## config.mk

```make
export PLATFORM = sky130hd
export DESIGN_NAME = alu_result_buffer
export DESIGN_NICKNAME = d
export VERILOG_FILES = /design/src/rtl/alu_result_buffer.sv
export SDC_FILE = /design/constraint.sdc
export NUM_CORES = 1
export LEC_CHECK = 0
export CORE_ASPECT_RATIO = 1.2
export CORE_MARGIN = 2
export CORE_UTILIZATION = 55
export DETAILED_ROUTE_END_ITERATION = 8
export GPL_TIMING_DRIVEN = 1
export PLACE_DENSITY = 0.81
export SLEW_MARGIN = 20
export SYNTH_ARGS = -nofsm -noshare
export SYNTH_HDL_FRONTEND = slang
export SYNTH_SLANG_ARGS = --single-unit
```

## constraint.sdc

```tcl
create_clock -name clk -period 5.4 [get_ports clk]
set_clock_uncertainty 0.2 [all_clocks]
set_input_delay 1.62 -clock clk [delete_from_list [all_inputs] [get_ports clk]]
set_output_delay 1.62 -clock clk [all_outputs]
set_load 0.005 [all_outputs]
```

## src/rtl/alu_result_buffer.sv

```systemverilog
// Result buffer between an ALU and writeback: a DEPTH-entry FIFO of {result, flags, rd}.
// Results with rd = 0 are not stored. They are counted in drop_cnt instead.
module alu_result_buffer #(
  parameter int unsigned DEPTH = 4
) (
  input  logic                     clk,
  input  logic                     reset,
  input  logic                     in_valid,
  output logic                     in_ready,
  input  logic [31:0]              in_result,
  input  logic [3:0]               in_flags,
  input  logic [4:0]               in_rd,
  output logic                     out_valid,
  input  logic                     out_ready,
  output logic [31:0]              out_result,
  output logic [3:0]               out_flags,
  output logic [4:0]               out_rd,
  input  logic                     clr_sticky,
  output logic                     sticky_ovf,
  output logic                     sticky_carry,
  output logic [$clog2(DEPTH):0]   count,
  output logic [7:0]               drop_cnt
);

  localparam int unsigned PtrW = $clog2(DEPTH);
  localparam int unsigned CntW = PtrW + 1;
  localparam logic [CntW-1:0] FullCnt = CntW'(DEPTH);

  logic [31:0]     mem_result_q [DEPTH];
  logic [3:0]      mem_flags_q  [DEPTH];
  logic [4:0]      mem_rd_q     [DEPTH];

  logic [PtrW-1:0] wr_ptr_q, wr_ptr_d;
  logic [PtrW-1:0] rd_ptr_q, rd_ptr_d;
  logic [CntW-1:0] count_q, count_d;
  logic [7:0]      drop_cnt_q, drop_cnt_d;
  logic            sticky_ovf_q, sticky_ovf_d;
  logic            sticky_carry_q, sticky_carry_d;

  logic            push, pop, store;

  assign in_ready  = (count_q < FullCnt);
  assign out_valid = (count_q != '0);
  assign push      = in_valid & in_ready;
  assign pop       = out_valid & out_ready;
  assign store     = push & (in_rd != 5'd0);

  always_comb begin
    wr_ptr_d       = wr_ptr_q;
    rd_ptr_d       = rd_ptr_q;
    count_d        = count_q;
    drop_cnt_d     = drop_cnt_q;
    sticky_ovf_d   = sticky_ovf_q & ~clr_sticky;
    sticky_carry_d = sticky_carry_q & ~clr_sticky;

    // Power-of-two depth, so the natural pointer overflow is the modulo wrap.
    if (store) wr_ptr_d = wr_ptr_q + 1'b1;
    if (pop)   rd_ptr_d = rd_ptr_q + 1'b1;

    case ({store, pop})
      2'b10:   count_d = count_q + 1'b1;
      2'b01:   count_d = count_q - 1'b1;
      default: count_d = count_q;
    endcase

    if (push && !store && (drop_cnt_q != 8'hFF)) drop_cnt_d = drop_cnt_q + 8'd1;

    // A set on this cycle's push wins over clr_sticky.
    if (push && in_flags[1]) sticky_ovf_d   = 1'b1;
    if (push && in_flags[2]) sticky_carry_d = 1'b1;
  end

  always_ff @(posedge clk) begin
    if (reset) begin
      wr_ptr_q       <= '0;
      rd_ptr_q       <= '0;
      count_q        <= '0;
      drop_cnt_q     <= '0;
      sticky_ovf_q   <= 1'b0;
      sticky_carry_q <= 1'b0;
    end else begin
      wr_ptr_q       <= wr_ptr_d;
      rd_ptr_q       <= rd_ptr_d;
      count_q        <= count_d;
      drop_cnt_q     <= drop_cnt_d;
      sticky_ovf_q   <= sticky_ovf_d;
      sticky_carry_q <= sticky_carry_d;
    end
  end

  // Storage is deliberately left out of reset; head outputs are don't-care while empty.
  always_ff @(posedge clk) begin
    if (store) begin
      mem_result_q[wr_ptr_q] <= in_result;
      mem_flags_q[wr_ptr_q]  <= in_flags;
      mem_rd_q[wr_ptr_q]     <= in_rd;
    end
  end

  assign out_result   = mem_result_q[rd_ptr_q];
  assign out_flags    = mem_flags_q[rd_ptr_q];
  assign out_rd       = mem_rd_q[rd_ptr_q];
  assign count        = count_q;
  assign drop_cnt     = drop_cnt_q;
  assign sticky_ovf   = sticky_ovf_q;
  assign sticky_carry = sticky_carry_q;

endmodule

```

==> results.sh <==
export IMPL_outcome="finished clean"
export IMPL_firstDrtPassIters=4
export IMPL_power_mw=3.99
export IMPL_grt_usage_pct=20.5
export IMPL_worstPathRequired_ns=3.58
export IMPL_io_pins=102
export IMPL_wl_per_cell_um=21.3
export IMPL_fin_ws_ns=1.14
export IMPL_worst_pin_slew_ns=1.08
export IMPL_clk_pin_slew_ns=0.06
export IMPL_gp_congestion=0.812
export IMPL_grt_pass1_vias=3603
export IMPL_synthDominantCellAreaShare_pct=71.6
export IMPL_antenna_found_initial=0
export IMPL_dpl_cell_count=580
export IMPL_hold_path_endpoint="drop_cnt[4]"
export IMPL_regToRegSetupSlack_ns=2.73
export IMPL_drtAntennaViolNets=0
export IMPL_async_flop_share_pct=0
export IMPL_finalSetupViolations=0
export IMPL_min_path_type="flip-flop to flip-flop"
export IMPL_cts_buffers_inserted=17
export IMPL_grt_ovfl_total=0
export IMPL_die_w_um=106
export IMPL_cts_tree="yes"
export IMPL_syn2layout_area_growth_pct=26.1
export IMPL_initial_core_util_pct=56.6
export IMPL_netlist_area_um2=6880
export IMPL_layoutNonFillerInstCount=612
export IMPL_grt_max_degree=42
export IMPL_htree_levels=4
export IMPL_hp_start="drop_cnt[4]"
export IMPL_clock_latency_ns=0.41
export IMPL_n_antenna_cell=0
export IMPL_cts_setup_buffers=0
export IMPL_grt_pass1_wl_um=20300
export IMPL_dpl_cell_area_um2=8090
export IMPL_synth_seq_cells=183
export IMPL_yosys_top_cells_area="edfxtp_1 (72%), mux4_2 (13%), dfxtp_1 (5.5%), ha_1 (1.1%), nor2_1 (0.76%)"
export IMPL_drv_slew=0
export IMPL_ys_flop_type="edfxtp_1"
export IMPL_fin_area_um2=8680
export IMPL_port_buffers=101
export IMPL_synth_cell_type_count=37
export IMPL_finalCritPeriodShare_pct=78.9
export IMPL_die_height_um=127
export IMPL_cp_max_fo=41
export IMPL_synth_avg_cell_area_um2=21.1
export IMPL_hpwl_um=7590
export IMPL_critPathLaunchType="flip-flop"
export IMPL_reg2reg_depth=9
export IMPL_regToRegEndpoint="count[2]"
export IMPL_post_route_drc_count=0
export IMPL_power_leakage_nw=2.79
export IMPL_fp_coreArea_um2=12200
export IMPL_rsz0062_at_grt="false"
export IMPL_max_freq_ghz=0.235
export IMPL_num_rows=44
export IMPL_hold_ws_ns=0.327
export IMPL_fin_nets=491
export IMPL_drtIter0Drc=167
export IMPL_arrival_ns=2.44
export IMPL_ir_worst_vdd_mv=0.333
export IMPL_cts_root_buf="clkbuf_16"
export IMPL_hold_viol_final=0
export IMPL_crit_type="flip-flop to primary output"
export IMPL_ys_warn_count=0
export IMPL_wirelength_um=13000
export IMPL_r2r_start="count[2]"
export IMPL_cts_hold_buf=0
export IMPL_die_area_um2=13400
export IMPL_relSlewSlack_pct=28.2
export IMPL_synth_top_area_cell="edfxtp_1"
export IMPL_netlist_instances=326
export IMPL_tns_ns=0
export IMPL_place_ws_ns=1.01
export IMPL_via_per_inst=5.72
export IMPL_routed_via_count=3502
export IMPL_holdPathStages=2
export IMPL_powerDensity_nw_per_um2=459
export IMPL_synth_seq_area_share_pct=77.1
export IMPL_ctsResizeCount=0
export IMPL_synth_edf_count=164
export IMPL_period_needed_ns=4.26
export IMPL_synth_nets=379
export IMPL_drive_gt1_share_pct=19.3
export IMPL_cts_max_path_buffers=2
export IMPL_final_core_util_pct=71.4
export IMPL_end_kind="primary output"
export IMPL_max_cap_viol_count=0
export IMPL_clkSinkCount=183
## cell families after synthesis
| family | after synthesis | synth area share [%] |
|---|---|---|
| AO/OA/AOI/OAI | 20 | 1.75 |
| XOR/XNOR | 5 | 0.636 |
| AND/OR/NAND/NOR | 47 | 4.22 |
| buffers and inverters | 21 | 1.24 |
| adder cells (fa/ha/maj) | 7 | 1.38 |
| flip-flops | 183 | 77.1 |
| multiplexers | 43 | 13.7 |
## power by group
part	switching (mW)	internal, mW
sequential	0.150	1.72
combinational	0.306	0.574
clock	0.484	0.752
## layout make-up
| class | instances | area (um2) |
|---|---|---|
| Multi-Input combinational cell | 122 | 1500 |
| Tap cell | 161 | 201 |
| Sequential cell | 183 | 5310 |
| Inverter | 8 | 30.0 |
| Timing Repair Buffer | 106 | 1050 |
| Clock inverter | 8 | 123 |
| Fill cell | 721 | 3480 |
| Clock buffer | 24 | 472 |
## worst max-delay path: stages, from the launching register on
cell and delay [ns]:
dfxtp_4 0.89, mux4_2 0.64, clkdlybuf4s50_1 0.48
## cells in the mapped netlist, drive strengths merged, types with 4 or more instances
master and count:
buf 10, edfxtp 164, and2 5, mux4 41, nand2 5, nand3 4
dfxtp 19, inv 8, nor2 14, ha 6, a21oi 10
## flip-flops by register name (all words and copies together) (netlist names), named ones only
register and flops:
rd_ptr_q 2, mem_rd_q 20, count 3, wr_ptr_q 2, sticky_carry 1, sticky_ovf 1
mem_result_q 128, mem_flags_q 16, drop_cnt 8
## cell usage in the layout (no fill, tap or decap), types with 4 or more instances in the layout
cell type          n
edfxtp_1         164
clkdlybuf4s50_1  101
mux4_2            41
clkbuf_16         17
dfxtp_1           17
nor2_1            14
a21oi_1           10
inv_1              8
ha_1               6
and2_2             5
clkbuf_1           5
buf_4              5
nand3_1            4
nand2_1            4
## metal layers
layer	GRT usage, %	routed length, um
met4	6.04	135
met5	0	0
met3	5.14	679
met1	27.7	5530
met2	33.7	6680
## worst max-delay path by stage
stage               slack (ns)      start                end  cells after the start
floorplan                 1.60   in_valid  mem_flags_q[0][0]                      3
global placement          1.08   in_rd[1]           count[2]                     10
detailed placement        1.01   in_rd[1]           count[2]                     10
CTS                       1.07  flip-flop     out_result[28]                      2
global route              0.98  flip-flop     out_result[28]                      2
finish                    1.14  flip-flop     out_result[28]                      2
Note: power is estimated with default switching activity, not from simulation.
